--- config.mk ---
export PLATFORM = sky130hd
export DESIGN_NAME = icache_ctrl
export DESIGN_NICKNAME = d
export VERILOG_FILES = /design/src/rtl/icache_pkg.sv /design/src/rtl/icache_plru.sv /design/src/rtl/icache_ctrl.sv
export SDC_FILE = /design/constraint.sdc
export NUM_CORES = 1
export LEC_CHECK = 0
export BUFFER_PORTS_ARGS = -buffer_cell sky130_fd_sc_hd__buf_2
export CAP_MARGIN = 20
export CORE_AREA = 3 3 718 720
export DETAILED_ROUTE_END_ITERATION = 8
export DIE_AREA = 0 0 721 723
export MAX_ROUTING_LAYER = met4
export SYNTH_ARGS = -nofsm -noshare
export SYNTH_HDL_FRONTEND = slang
export SYNTH_HIERARCHICAL = 1
export SYNTH_SLANG_ARGS = --single-unit
--- constraint.sdc ---
create_clock -name clk -period 10.7 [get_ports clk]
set_input_delay 0.535 -clock clk [delete_from_list [all_inputs] [get_ports clk]]
set_output_delay 0.535 -clock clk [all_outputs]
set_load 0.02 [all_outputs]
--- src/rtl/icache_pkg.sv ---
// Shared geometry, address-field positions and FSM state type for the
// instruction cache controller.
package icache_pkg;

  localparam int WAYS       = 4;
  localparam int WAY_W      = 2;
  localparam int TAG_W      = 22;
  localparam int IDX_W      = 5;
  localparam int LINE_W     = 256;
  localparam int WORD_W     = 32;
  localparam int LRU_W      = 3;
  localparam int WORD_SEL_W = 3;

  // Address field positions: tag[31:10], index[9:5], word[4:2], byte[1:0].
  localparam int TAG_LSB  = 10;
  localparam int IDX_LSB  = 5;
  localparam int WORD_LSB = 2;

  typedef enum logic [1:0] {
    S_IDLE      = 2'd0,
    S_MISS_REQ  = 2'd1,
    S_MISS_WAIT = 2'd2,
    S_REFILL    = 2'd3
  } state_e;

  // Extract one 32-bit word from a 256-bit line.
  function automatic logic [WORD_W-1:0] line_word(input logic [LINE_W-1:0]     line,
                                                  input logic [WORD_SEL_W-1:0] sel);
    return line[{sel, 5'b00000} +: WORD_W];
  endfunction

endpackage

--- src/rtl/icache_plru.sv ---
// Tree pseudo-LRU for a 4-way set: picks a victim way and computes the
// updated PLRU bits after an access. Purely combinational.
//   lru[2] selects the pair (0: ways 0/1, 1: ways 2/3) to evict from,
//   lru[1] picks within ways 0/1, lru[0] picks within ways 2/3.
module icache_plru
  import icache_pkg::*;
(
  input  logic [WAYS-1:0]  valid_i,
  input  logic [LRU_W-1:0] lru_i,
  input  logic [WAY_W-1:0] upd_way_i,
  output logic [WAY_W-1:0] victim_o,
  output logic [LRU_W-1:0] lru_o
);

  // Victim: lowest-index invalid way, otherwise follow the PLRU tree.
  always_comb begin
    // NOTE: every combinational output gets a default first so no path
    // leaves it unassigned, which would infer a latch.
    victim_o = lru_i[2] ? {1'b1, lru_i[0]} : {1'b0, lru_i[1]};
    for (int w = WAYS - 1; w >= 0; w--) begin
      if (!valid_i[w]) victim_o = WAY_W'(w);
    end
  end

  // Update: point the tree away from the accessed way, keep the other subtree bit.
  always_comb begin
    lru_o = lru_i;
    unique case (upd_way_i)
      2'd0: lru_o = {1'b1, 1'b1, lru_i[0]};
      2'd1: lru_o = {1'b1, 1'b0, lru_i[0]};
      2'd2: lru_o = {1'b0, lru_i[1], 1'b1};
      2'd3: lru_o = {1'b0, lru_i[1], 1'b0};
      default: lru_o = lru_i;
    endcase
  end

endmodule

--- src/rtl/icache_ctrl.sv ---
// 4-way, 32-set instruction cache controller. Tag/valid/LRU/data arrays
// live outside this block; it reads them asynchronously at arr_idx and
// drives their write ports. Misses fetch a full 256-bit line from memory.
module icache_ctrl
  import icache_pkg::*;
(
  input  logic                   clk,
  input  logic                   rst,
  // CPU fetch port
  input  logic                   cpu_req_valid,
  input  logic [31:0]            cpu_addr,
  output logic                   cpu_ready,
  output logic                   cpu_rvalid,
  output logic [WORD_W-1:0]      cpu_rdata,
  // Line-fill memory port
  output logic                   mem_req_valid,
  input  logic                   mem_req_ready,
  output logic [31:0]            mem_req_addr,
  input  logic                   mem_resp_valid,
  input  logic [LINE_W-1:0]      mem_resp_data,
  // Array access
  output logic [IDX_W-1:0]       arr_idx,
  output logic [TAG_W-1:0]       arr_tag,
  output logic [WAYS-1:0]        arr_wr_en,
  output logic [LINE_W-1:0]      arr_wdata,
  output logic                   lru_wr_en,
  output logic [LRU_W-1:0]       lru_wdata,
  input  logic [WAYS*TAG_W-1:0]  tag_rd,
  input  logic [WAYS-1:0]        valid_rd,
  input  logic [LRU_W-1:0]       lru_rd,
  input  logic [WAYS*LINE_W-1:0] data_rd,
  // Statistics
  output logic [31:0]            hit_cnt,
  output logic [31:0]            miss_cnt
);

  state_e              state_q, state_d;
  logic [31:0]         addr_q, addr_d;
  logic [WAY_W-1:0]    victim_q, victim_d;
  logic [LINE_W-1:0]   line_q, line_d;
  logic [WORD_W-1:0]   rdata_q, rdata_d;
  logic                rvalid_q, rvalid_d;
  logic [31:0]         hit_cnt_q, hit_cnt_d;
  logic [31:0]         miss_cnt_q, miss_cnt_d;

  logic                hit;
  logic [WAY_W-1:0]    hit_way;
  logic [WAY_W-1:0]    victim_way;
  logic [WAY_W-1:0]    upd_way;
  logic [LINE_W-1:0]   hit_line;

  // Byte offsets are never needed for word fetches.
  logic                unused_byte_bits;
  assign unused_byte_bits = ^{cpu_addr[1:0], addr_q[1:0]};

  icache_plru u_plru (
    .valid_i   (valid_rd),
    .lru_i     (lru_rd),
    .upd_way_i (upd_way),
    .victim_o  (victim_way),
    .lru_o     (lru_wdata)
  );

  // Tag compare for the incoming request; the lowest matching way wins.
  always_comb begin
    hit     = 1'b0;
    hit_way = '0;
    for (int w = WAYS - 1; w >= 0; w--) begin
      if (valid_rd[w] && (tag_rd[w*TAG_W +: TAG_W] == cpu_addr[TAG_LSB +: TAG_W])) begin
        hit     = 1'b1;
        hit_way = WAY_W'(w);
      end
    end
  end

  assign hit_line     = data_rd[{hit_way, 8'h00} +: LINE_W];
  assign mem_req_addr = {addr_q[31:IDX_LSB], 5'b00000};
  assign arr_wdata    = line_q;
  assign cpu_rvalid   = rvalid_q;
  assign cpu_rdata    = rdata_q;
  assign hit_cnt      = hit_cnt_q;
  assign miss_cnt     = miss_cnt_q;

  // FSM next-state, datapath next-state and array/memory strobes.
  always_comb begin
    state_d       = state_q;
    addr_d        = addr_q;
    victim_d      = victim_q;
    line_d        = line_q;
    rdata_d       = rdata_q;
    rvalid_d      = 1'b0;
    hit_cnt_d     = hit_cnt_q;
    miss_cnt_d    = miss_cnt_q;
    cpu_ready     = 1'b0;
    mem_req_valid = 1'b0;
    arr_wr_en     = '0;
    lru_wr_en     = 1'b0;
    upd_way       = hit_way;
    arr_idx       = addr_q[IDX_LSB +: IDX_W];
    arr_tag       = addr_q[TAG_LSB +: TAG_W];

    unique case (state_q)
      S_IDLE: begin
        cpu_ready = 1'b1;
        arr_idx   = cpu_addr[IDX_LSB +: IDX_W];
        arr_tag   = cpu_addr[TAG_LSB +: TAG_W];
        if (cpu_req_valid) begin
          if (hit) begin
            rdata_d   = line_word(hit_line, cpu_addr[WORD_LSB +: WORD_SEL_W]);
            rvalid_d  = 1'b1;
            lru_wr_en = 1'b1;
            hit_cnt_d = hit_cnt_q + 32'd1;
          end else begin
            addr_d     = cpu_addr;
            victim_d   = victim_way;
            miss_cnt_d = miss_cnt_q + 32'd1;
            state_d    = S_MISS_REQ;
          end
        end
      end
      S_MISS_REQ: begin
        mem_req_valid = 1'b1;
        if (mem_req_ready) state_d = S_MISS_WAIT;
      end
      S_MISS_WAIT: begin
        if (mem_resp_valid) begin
          line_d  = mem_resp_data;
          state_d = S_REFILL;
        end
      end
      S_REFILL: begin
        arr_wr_en[victim_q] = 1'b1;
        lru_wr_en           = 1'b1;
        upd_way             = victim_q;
        rdata_d             = line_word(line_q, addr_q[WORD_LSB +: WORD_SEL_W]);
        rvalid_d            = 1'b1;
        state_d             = S_IDLE;
      end
      default: state_d = S_IDLE;
    endcase

    // Reset must never leak a write or memory request onto the ports, even
    // while a request is being presented during reset.
    if (rst) begin
      arr_wr_en     = '0;
      lru_wr_en     = 1'b0;
      mem_req_valid = 1'b0;
    end
  end

  // State and datapath registers with asynchronous reset.
  always_ff @(posedge clk or posedge rst) begin
    if (rst) begin
      state_q    <= S_IDLE;
      addr_q     <= '0;
      victim_q   <= '0;
      line_q     <= '0;
      rdata_q    <= '0;
      rvalid_q   <= 1'b0;
      hit_cnt_q  <= '0;
      miss_cnt_q <= '0;
    end else begin
      // NOTE: non-blocking assignments so every register samples the values
      // from before this edge, independent of statement order.
      state_q    <= state_d;
      addr_q     <= addr_d;
      victim_q   <= victim_d;
      line_q     <= line_d;
      rdata_q    <= rdata_d;
      rvalid_q   <= rvalid_d;
      hit_cnt_q  <= hit_cnt_d;
      miss_cnt_q <= miss_cnt_d;
    end
  end

endmodule

==> results of run 1 <==
==> logic make-up after synthesis <==
family | share of synthesized area
AND/OR/NAND/NOR | 0.148
AO/OA/AOI/OAI | 0.161
multiplexers | 0.244
flip-flops | 0.343
buffers and inverters | 0.0528
XOR/XNOR | 0.0482
adder cells (fa/ha/maj) | 0.00266
other | 0.000133
==> metrics by stage <==
stage                     area, um^2  worst slack, ps  hold WS [ps]  instances
after global routing           51500             4820          45.5      12364
after CTS                      49500             4790        0.0879      11562
after global placement         45500             4340           459      11243
after detailed placement       45600             4310           464      11246
after floorplan                28200             3610           495       2883
==> routing by layer <==
metal,track usage
met1,0.215
met2,0.294
met3,0.125
met4,0.0931
met5,-
==> timing repair <==
| item | CTS | global route |
|---|---|---|
| hold buffers | 225 | 0 |
| endpoints found under the hold margin | 225 | 0 |
| gates resized for setup | 0 | 0 |
==> flow_summary_export.csv, run 1 <==
group,metric,value,unit
outcome,outcome,"did not finish",
outcome,haltStage,"detailed routing (5_2_route)",
outcome,error_line,"[ERROR DRT-0255] Maze Route cannot find path of net data_rd[699] in worker of routeBox ( 676200 96600 ) ( 721000 144900 ).",
clock_network,clock_sinks,387,
place,portBuffers,1826,
synthesis,synth_area_leaders,"dfrtp_1, mux2_2, mux2i_1",
synthesis,yosysMostFrequentCell,"dfrtp_1",
die,die_h,723,um
synthesis,synth_edf_count,0,
global_route,grt_pass1_vias,36050,
synthesis,synth_area,28200,um^2
synthesis,yosysWarnings,6,
synthesis,seq_area_frac_synth,0.343,
die,start_util,0.0554,
synthesis,async_flop_share,1.00,
die,rows,262,
synthesis,netlist.area_leader.share,0.343,
clock_network,cts_made_buffers,50,
global_route,grt_pass1_wl,613,mm
synthesis,synthFlopType,"dfrtp_1",
synthesis,synth_cells,2879,
place,gp_congestion,1.30,
clock_network,clock_path_buffers,3,
synthesis,synth_top_cells_by_count,"dfrtp_1, mux2_2, nand2_1, mux2i_1, clkbuf_1",
global_route,gr-total-overflow,0,
synthesis,avgSynthCellArea,9.80,um^2
synthesis,synth_area_leader_cell,"dfrtp_1",
global_route,antenna_found_initial,803,
die,io_pins,1834,
synthesis,synth_seq_cells,387,
clock_network,cts-root-buf,"clkbuf_16",
die,die_x,721,um
synthesis,synth.distinct_cells,79,
place,dp_hpwl,482,mm
global_route,grt_use_total,0.202,
clock_network,cts_setup_buffers,0,
global_route,grt_max_degree,141,
clock_network,htreeDepth,2,
==> run 2, diff against run 1 <==
CORE_AREA = 3 3 709 711   (was 3 3 718 720)
DIE_AREA = 0 0 712 714   (was 0 0 721 723)
MAX_ROUTING_LAYER = not set   (was met4)
PLACE_DENSITY_LB_ADDON = 0.15   (was not set)
clock period = 13.9 ns   (was 10.7 ns; I/O delays follow)
==> flow_summary_export.csv, run 2 <==
group,metric,value,unit
routing,drc,0,
outcome,outcome,"finished, final reports clean",
die,rows,259,
global_route,antenna_found_initial,642,
sta,max_freq,169,MHz
synthesis,netlist.area_leader.share,0.343,
global_route,gr-total-overflow,0,
synthesis,synth_area_leaders,"dfrtp_1, mux2_2, mux2i_1",
die,die_area,508000,um^2
sta,setup_viol,0,
final_layout,nets,6021,
sta,report.final.slew_viol_count,0,
final_layout,final_cell_mix,"buf_2, dfrtp_1, mux2_2",
synthesis,synth_area,28200,um^2
place,portBuffers,1826,
synthesis,synthFlopType,"dfrtp_1",
final_layout,drive_above_1_share,0.542,
sta,finalHoldViolCount,0,
synthesis,async_flop_share,1.00,
hold_path,hold_start,"mem_resp_data[71]",
clock_network,hold_buffers,1,
clock_network,cts_resized,0,
die,die_h,714,um
global_route,grt_pass1_wl,551,mm
routing,drtIter0Drc,2664,
critical_path,rrSetupSlack,9230,ps
hold_path,min_path_type,"in -> reg",
die,start_util,0.0568,
critical_path,end_kind,"flip-flop",
critical_path,startpoint_type,"input pin",
critical_path,cp.arrival,6470,ps
sta,max_slew_margin,0.116,
synthesis,synth_cells,2879,
sta,hold_ws,145,ps
synthesis,seq_area_frac_synth,0.343,
routing,firstDrtPassIters,6,
synthesis,synth_seq_cells,387,
routing,vias,37064,
power_and_ir_drop,ir_drop,0.148,mV
critical_path,worstPathCellList,"buf_2 -> xnor2_1 -> nand2_1 -> nor4_2 -> a22oi_4 -> buf_4 -> nor3_4 -> buf_4 -> buf_4 -> buf_4 -> mux2i_1 -> a32oi_1 -> a2111oi_0 -> nand2_1",
power_and_ir_drop,cellPowerDensity,174,nW/um^2
sta,period_share,0.425,
critical_path,path_max_fanout,44,
place,dp.cells,11184,
final_layout,area_growth,72.1,%
critical_path,rr_worst_depth,8,
final_layout,post-route-util,0.0977,
place,dp_hpwl,413,mm
routing,routed_wl,466,mm
power_and_ir_drop,power,8.45,mW
die,fp.coreArea,497000,um^2
synthesis,yosysWarnings,6,
critical_path,r2r_end,"cpu_rdata[20]",
clock_network,clock_path_buffers,4,
clock_network,cts_setup_buffers,0,
synthesis,synth_edf_count,0,
critical_path,cp_common_cell,"buf_4",
critical_path,crit_type,"in -> reg",
critical_path,crit_path_start,"cpu_addr[26]",
place,gp_congestion,0.954,
clock_network,cts.reportedPaths.clkPinSlew,60,ps
final_layout,largest_register_ffs,256,
clock_network,cts-root-buf,"clkbuf_16",
synthesis,synth.distinct_cells,79,
routing,wl_per_cell,40.2,um
sta,worst_pin_slew,1290,ps
routing,postRouteAntennaNets,0,
die,io_pins,1834,
critical_path,crit_end,"cpu_rdata[8]",
synthesis,synth_area_leader_cell,"dfrtp_1",
critical_path,required,14470,ps
clock_network,htreeDepth,3,
sta,post-route-min-period,5900,ps
final_layout,multi_input_area,17400,um^2
clock_network,clock_sinks,387,
synthesis,synth_top_cells_by_count,"dfrtp_1, mux2_2, nand2_1, mux2i_1, clkbuf_1",
sta,rsz0062_at_grt,"no",
final_layout,final_cells,11583,
sta,finClkSkew,51.3,ps
clock_network,worstSkewPairLatency,770,ps
power_and_ir_drop,leakagePower,19.1,nW
synthesis,yosysMostFrequentCell,"dfrtp_1",
clock_network,cts_made_buffers,70,
critical_path,slowest_delay,1140,ps
run,drv_cap,0,
die,die_x,712,um
global_route,grt_pass1_vias,36124,
clock_network,cts_tree,"built",
critical_path,worst_path_max_delay_cell,"a2111oi_0",
final_layout,final_common_cell,"buf_2",
final_layout,regArea,9700,um^2
global_route,grt_max_degree,135,
sta,setup-tns-final,0,ps
critical_path,worstReg2RegStart,"addr_q[2]",
routing,via_per_inst,3.20,
synthesis,avgSynthCellArea,9.80,um^2
global_route,grt_use_total,0.175,
final_layout,nFillCells,58341,
-- run 2: kinds of logic after synthesis --
logic type,after synthesis,synth area share
buffers and inverters,314,0.0528
other,1,0.000133
AO/OA/AOI/OAI,596,0.161
XOR/XNOR,152,0.0482
flip-flops,387,0.343
adder cells (fa/ha/maj),6,0.00266
AND/OR/NAND/NOR,854,0.148
multiplexers,569,0.244
-- run 2: final cells by class --
cell class                 count  share of cell area
multi-input combinational   2182               0.359
timing repair buffer        1946               0.208
sequential                   387               0.200
tap                         6655               0.171
clock buffer                  94              0.0404
antenna                      284              0.0146
clock inverter                19             0.00536
inverter                      16             0.00147
-- run 2: metal layers --
metal | share of wire | routed length [um] | vias up | global-route usage
li1 | - | - | 14830 | -
met2 | 0.46 | 213000 | 2451 | 0.288
met4 | 0.031 | 14300 | 298 | 0.0403
met5 | 0.0043 | 2010 | - | 0
met1 | 0.40 | 187000 | 18429 | 0.209
met3 | 0.11 | 49500 | 1056 | 0.0777
-- run 2: per-stage QoR --
stage | setup slack [ps] | instance area [um^2]
after floorplan | 2430 | 28200
after global placement | 6990 | 45500
after detailed placement | 7440 | 45600
after CTS | 8270 | 47800
after global routing | 8030 | 48200
final | 8000 | 48600
-- run 2: report_power, final --
| group | internal (mW) | switching [mW] | total (mW) | leakage (nW) |
|---|---|---|---|---|
| registers | 1.62 | 0.727 | 2.34 | 4.75 |
| logic | 1.48 | 2.79 | 4.28 | 13.3 |
| clock network | 1.08 | 0.746 | 1.82 | 1.09 |
| total | 4.18 | 4.26 | 8.45 | 19.1 |
-- run 2: critical path, delay by kind of cell --
family	cells	cell delay, ps
AO/OA/AOI/OAI	3	1360
XOR/XNOR	1	170
buffers and inverters	5	2230
multiplexers	1	330
AND/OR/NAND/NOR	4	1480
-- run 2: worst min path at each step --
stage	end	slack, ps	cells past startpoint
6_report	arr_wdata[71]	140	2
5_1_grt	arr_wdata[71]	70	2
4_1_cts	arr_wdata[71]	40	2
3_5_place_dp	miss_cnt[31]	450	1
3_3_place_gp	miss_cnt[31]	460	1
2_1_floorplan	victim_q[0]	490	1
(Power assumes the default switching activity.)
==> run 3, diff against run 2 <==
ABC_AREA = 1   (was not set)
CORE_AREA = 3 3 720 722   (was 3 3 709 711)
DIE_AREA = 0 0 723 725   (was 0 0 712 714)
clock period = 6.2 ns   (was 13.9 ns; I/O delays follow)
==> flow_summary_export.csv, run 3 <==
group,metric,value,unit
clock_network,worstSkewPairLatency,710,ps
synthesis,synth_top_cells_by_count,"nand3_1, inv_1, nand2_1, dfrtp_1, nand3b_1",
clock_network,cts_tree,"built",
final_layout,regArea,9690,um^2
global_route,grt_pass1_wl,531,mm
synthesis,synth_area_leaders,"dfrtp_1, nand3_1, inv_1",
synthesis,synthAdderAreaFrac,0.00216,
synthesis,synth_top_family_by_area,"simple AND/OR/NAND/NOR gates",
critical_path,worst_path_max_delay_cell,"dlygate4sd3_1",
place,gp_congestion,0.870,
sta,worst_slack,1480,ps
synthesis,synth_seq_cells,387,
final_layout,nets,8714,
final_layout,final_cell_mix,"buf_2, nand3_1, inv_1",
routing,routed_wl,426,mm
critical_path,required,6800,ps
synthesis,yosysWarnings,6,
power_and_ir_drop,cellPowerDensity,313,nW/um^2
global_route,antenna_found_initial,347,
synthesis,synth.distinct_cells,45,
die,fp.coreArea,513000,um^2
critical_path,critPathTopFamily,"simple AND/OR/NAND/NOR gates",
sta,setup-tns-final,0,ps
sta,finClkSkew,56.5,ps
synthesis,synth_compound_area_frac,0.0827,
power_and_ir_drop,leakagePower,27.7,nW
die,io_pins,1834,
critical_path,crit_buf_inv,4,
critical_path,cp.arrival,5320,ps
sta,rsz0062_at_grt,"no",
critical_path,critical_path_depth,19,
routing,drc,0,
global_route,grt_max_degree,130,
routing,firstDrtPassIters,6,
final_layout,final_cells,14240,
routing,via_per_inst,3.27,
die,die_x,723,um
clock_network,cts-root-buf,"clkbuf_16",
critical_path,end_kind,"flip-flop",
sta,finalHoldViolCount,0,
critical_path,slowest_delay,530,ps
clock_network,cts_made_buffers,56,
clock_network,htreeDepth,2,
final_layout,area_growth,62.8,%
clock_network,cts_resized,0,
routing,wl_per_cell,29.9,um
synthesis,synth_area_leader_cell,"dfrtp_1",
synthesis,async_flop_share,1.00,
clock_network,clock_sinks,387,
critical_path,worstPathCellList,"dlygate4sd3_1 -> buf_2 -> xnor2_1 -> nand2_1 -> nor2_1 -> nand3_1 -> nor2_2 -> nand2_2 -> nand2_8 -> nand2_8 -> buf_12 -> buf_4 -> nand2_1 -> nand3_1 -> nand3_1 -> nand3_1 -> nand3_1 -> nand3_1 -> a21oi_1",
synthesis,synth_area,34700,um^2
place,portBuffers,1826,
final_layout,drive_above_1_share,0.308,
sta,post-route-min-period,4720,ps
synthesis,netlist.area_leader.share,0.279,
sta,worst_pin_slew,1130,ps
sta,period_share,0.761,
critical_path,startpoint_type,"input pin",
place,dp_hpwl,372,mm
sta,setup_viol,0,
synthesis,synthMuxAreaShare,0.0418,
global_route,gr-total-overflow,0,
outcome,outcome,"finished, final reports clean",
power_and_ir_drop,ir_drop,0.258,mV
critical_path,path_max_fanout,46,
synthesis,synthSimpleGateAreaFrac,0.407,
final_layout,largest_register_ffs,256,
run,drv_cap,0,
die,die_h,725,um
clock_network,cts.reportedPaths.clkPinSlew,60,ps
critical_path,rr_worst_depth,7,
global_route,grt_use_total,0.156,
critical_path,crit_type,"in -> reg",
die,rows,263,
final_layout,nFillCells,60828,
final_layout,multi_input_area,19500,um^2
synthesis,synth_xor_area_frac,0.0207,
synthesis,synthFlopType,"dfrtp_1",
synthesis,seq_area_frac_synth,0.279,
critical_path,cp_common_cell,"nand3_1",
die,die_area,524000,um^2
hold_path,min_path_cells,7,
routing,drtIter0Drc,3109,
hold_path,min_path_type,"in -> reg",
synthesis,synth_edf_count,0,
routing,vias,46513,
synthesis,yosysMostFrequentCell,"nand3_1",
sta,hold_ws,96.8,ps
synthesis,synth_cells,5425,
synthesis,avgSynthCellArea,6.40,um^2
global_route,grt_pass1_vias,46870,
place,dp_slack,1040,ps
place,dp.cells,13731,
final_layout,final_common_cell,"buf_2",
sta,max_slew_margin,0.240,
sta,report.final.slew_viol_count,0,
sta,max_freq,212,MHz
clock_network,clock_path_buffers,3,
die,start_util,0.0678,
routing,postRouteAntennaNets,0,
## run 3: cell count changes after synthesis, sizes merged, moves of 170 or more
cell	change
a21oi	+231
nand3	+1065
inv	+941
nand3b	+355
mux2i	-186
mux2	-190
nand2	+612
nor2	+170
## run 3: worst register-to-register path, delay by kind of cell (launching register included)
family,cells,cell delay [ps]
buffers and inverters,3,1700
AO/OA/AOI/OAI,3,1160
flip-flops,1,680
AND/OR/NAND/NOR,1,340
## run 3: cell families (layout without fill, tap and decap cells)
group	count (synthesis)	in the layout
simple gates	2905	2905
buf+inv	1382	3296
compound gates	533	533
flops	387	387
mux	129	129
xor+xnor	82	82
fa+ha+maj	6	6
other cells	1	145
## run 3: layout make-up
| type | count | share of cell area |
|---|---|---|
| Antenna cell | 140 | 0.00619 |
| Inverter | 957 | 0.0640 |
| Tap cell | 6757 | 0.149 |
| Clock inverter | 22 | 0.00341 |
| Multi-Input combinational cell | 3660 | 0.344 |
| Sequential cell | 387 | 0.171 |
| Timing Repair Buffer | 2234 | 0.233 |
| Clock buffer | 83 | 0.0283 |
## run 3: metal layers
layer	GRT usage	share of wire	wire length [um]	vias up
met4	0.0345	0.026	11100	142
met1	0.183	0.40	171000	22377
met5	0	0.0022	936	-
met2	0.278	0.50	211000	1878
met3	0.0446	0.074	31600	600
li1	-	-	-	21516
## run 3: repair_timing
action / CTS / global route
hold buffers: 263 / 0
endpoints found under the hold margin: 276 / 0
buffers inserted: 0 / 0
## run 3: power by group
| group | internal (mW) | switching (mW) | total, mW |
|---|---|---|---|
| clock | 1.83 | 1.52 | 3.35 |
| combinational | 2.76 | 7.01 | 9.77 |
| sequential | 3.57 | 1.03 | 4.60 |
## run 3: through the flow
stage	cell area, um^2	utilization	total power [mW]
after floorplan	34800	-	8.75
after global placement	51700	0.101	14.5
after detailed placement	51800	0.101	14.5
after CTS	56200	0.110	18.2
after global routing	56400	0.110	18.9
final	56600	0.110	17.7
## run 3: worst paths after layout
check,startpoint,slack (ps),endpoint
setup reg to reg,addr_q[2],2260,cpu_rdata[2]
hold / removal,lru_rd[2],100,victim_q[1]
setup / recovery,cpu_addr[18],1480,cpu_rdata[31]
hold reg to reg,miss_cnt[31],460,miss_cnt[31]
min in group asynchronous,rst,490,addr_q[12]
max in group asynchronous,rst,4050,arr_wdata[69]
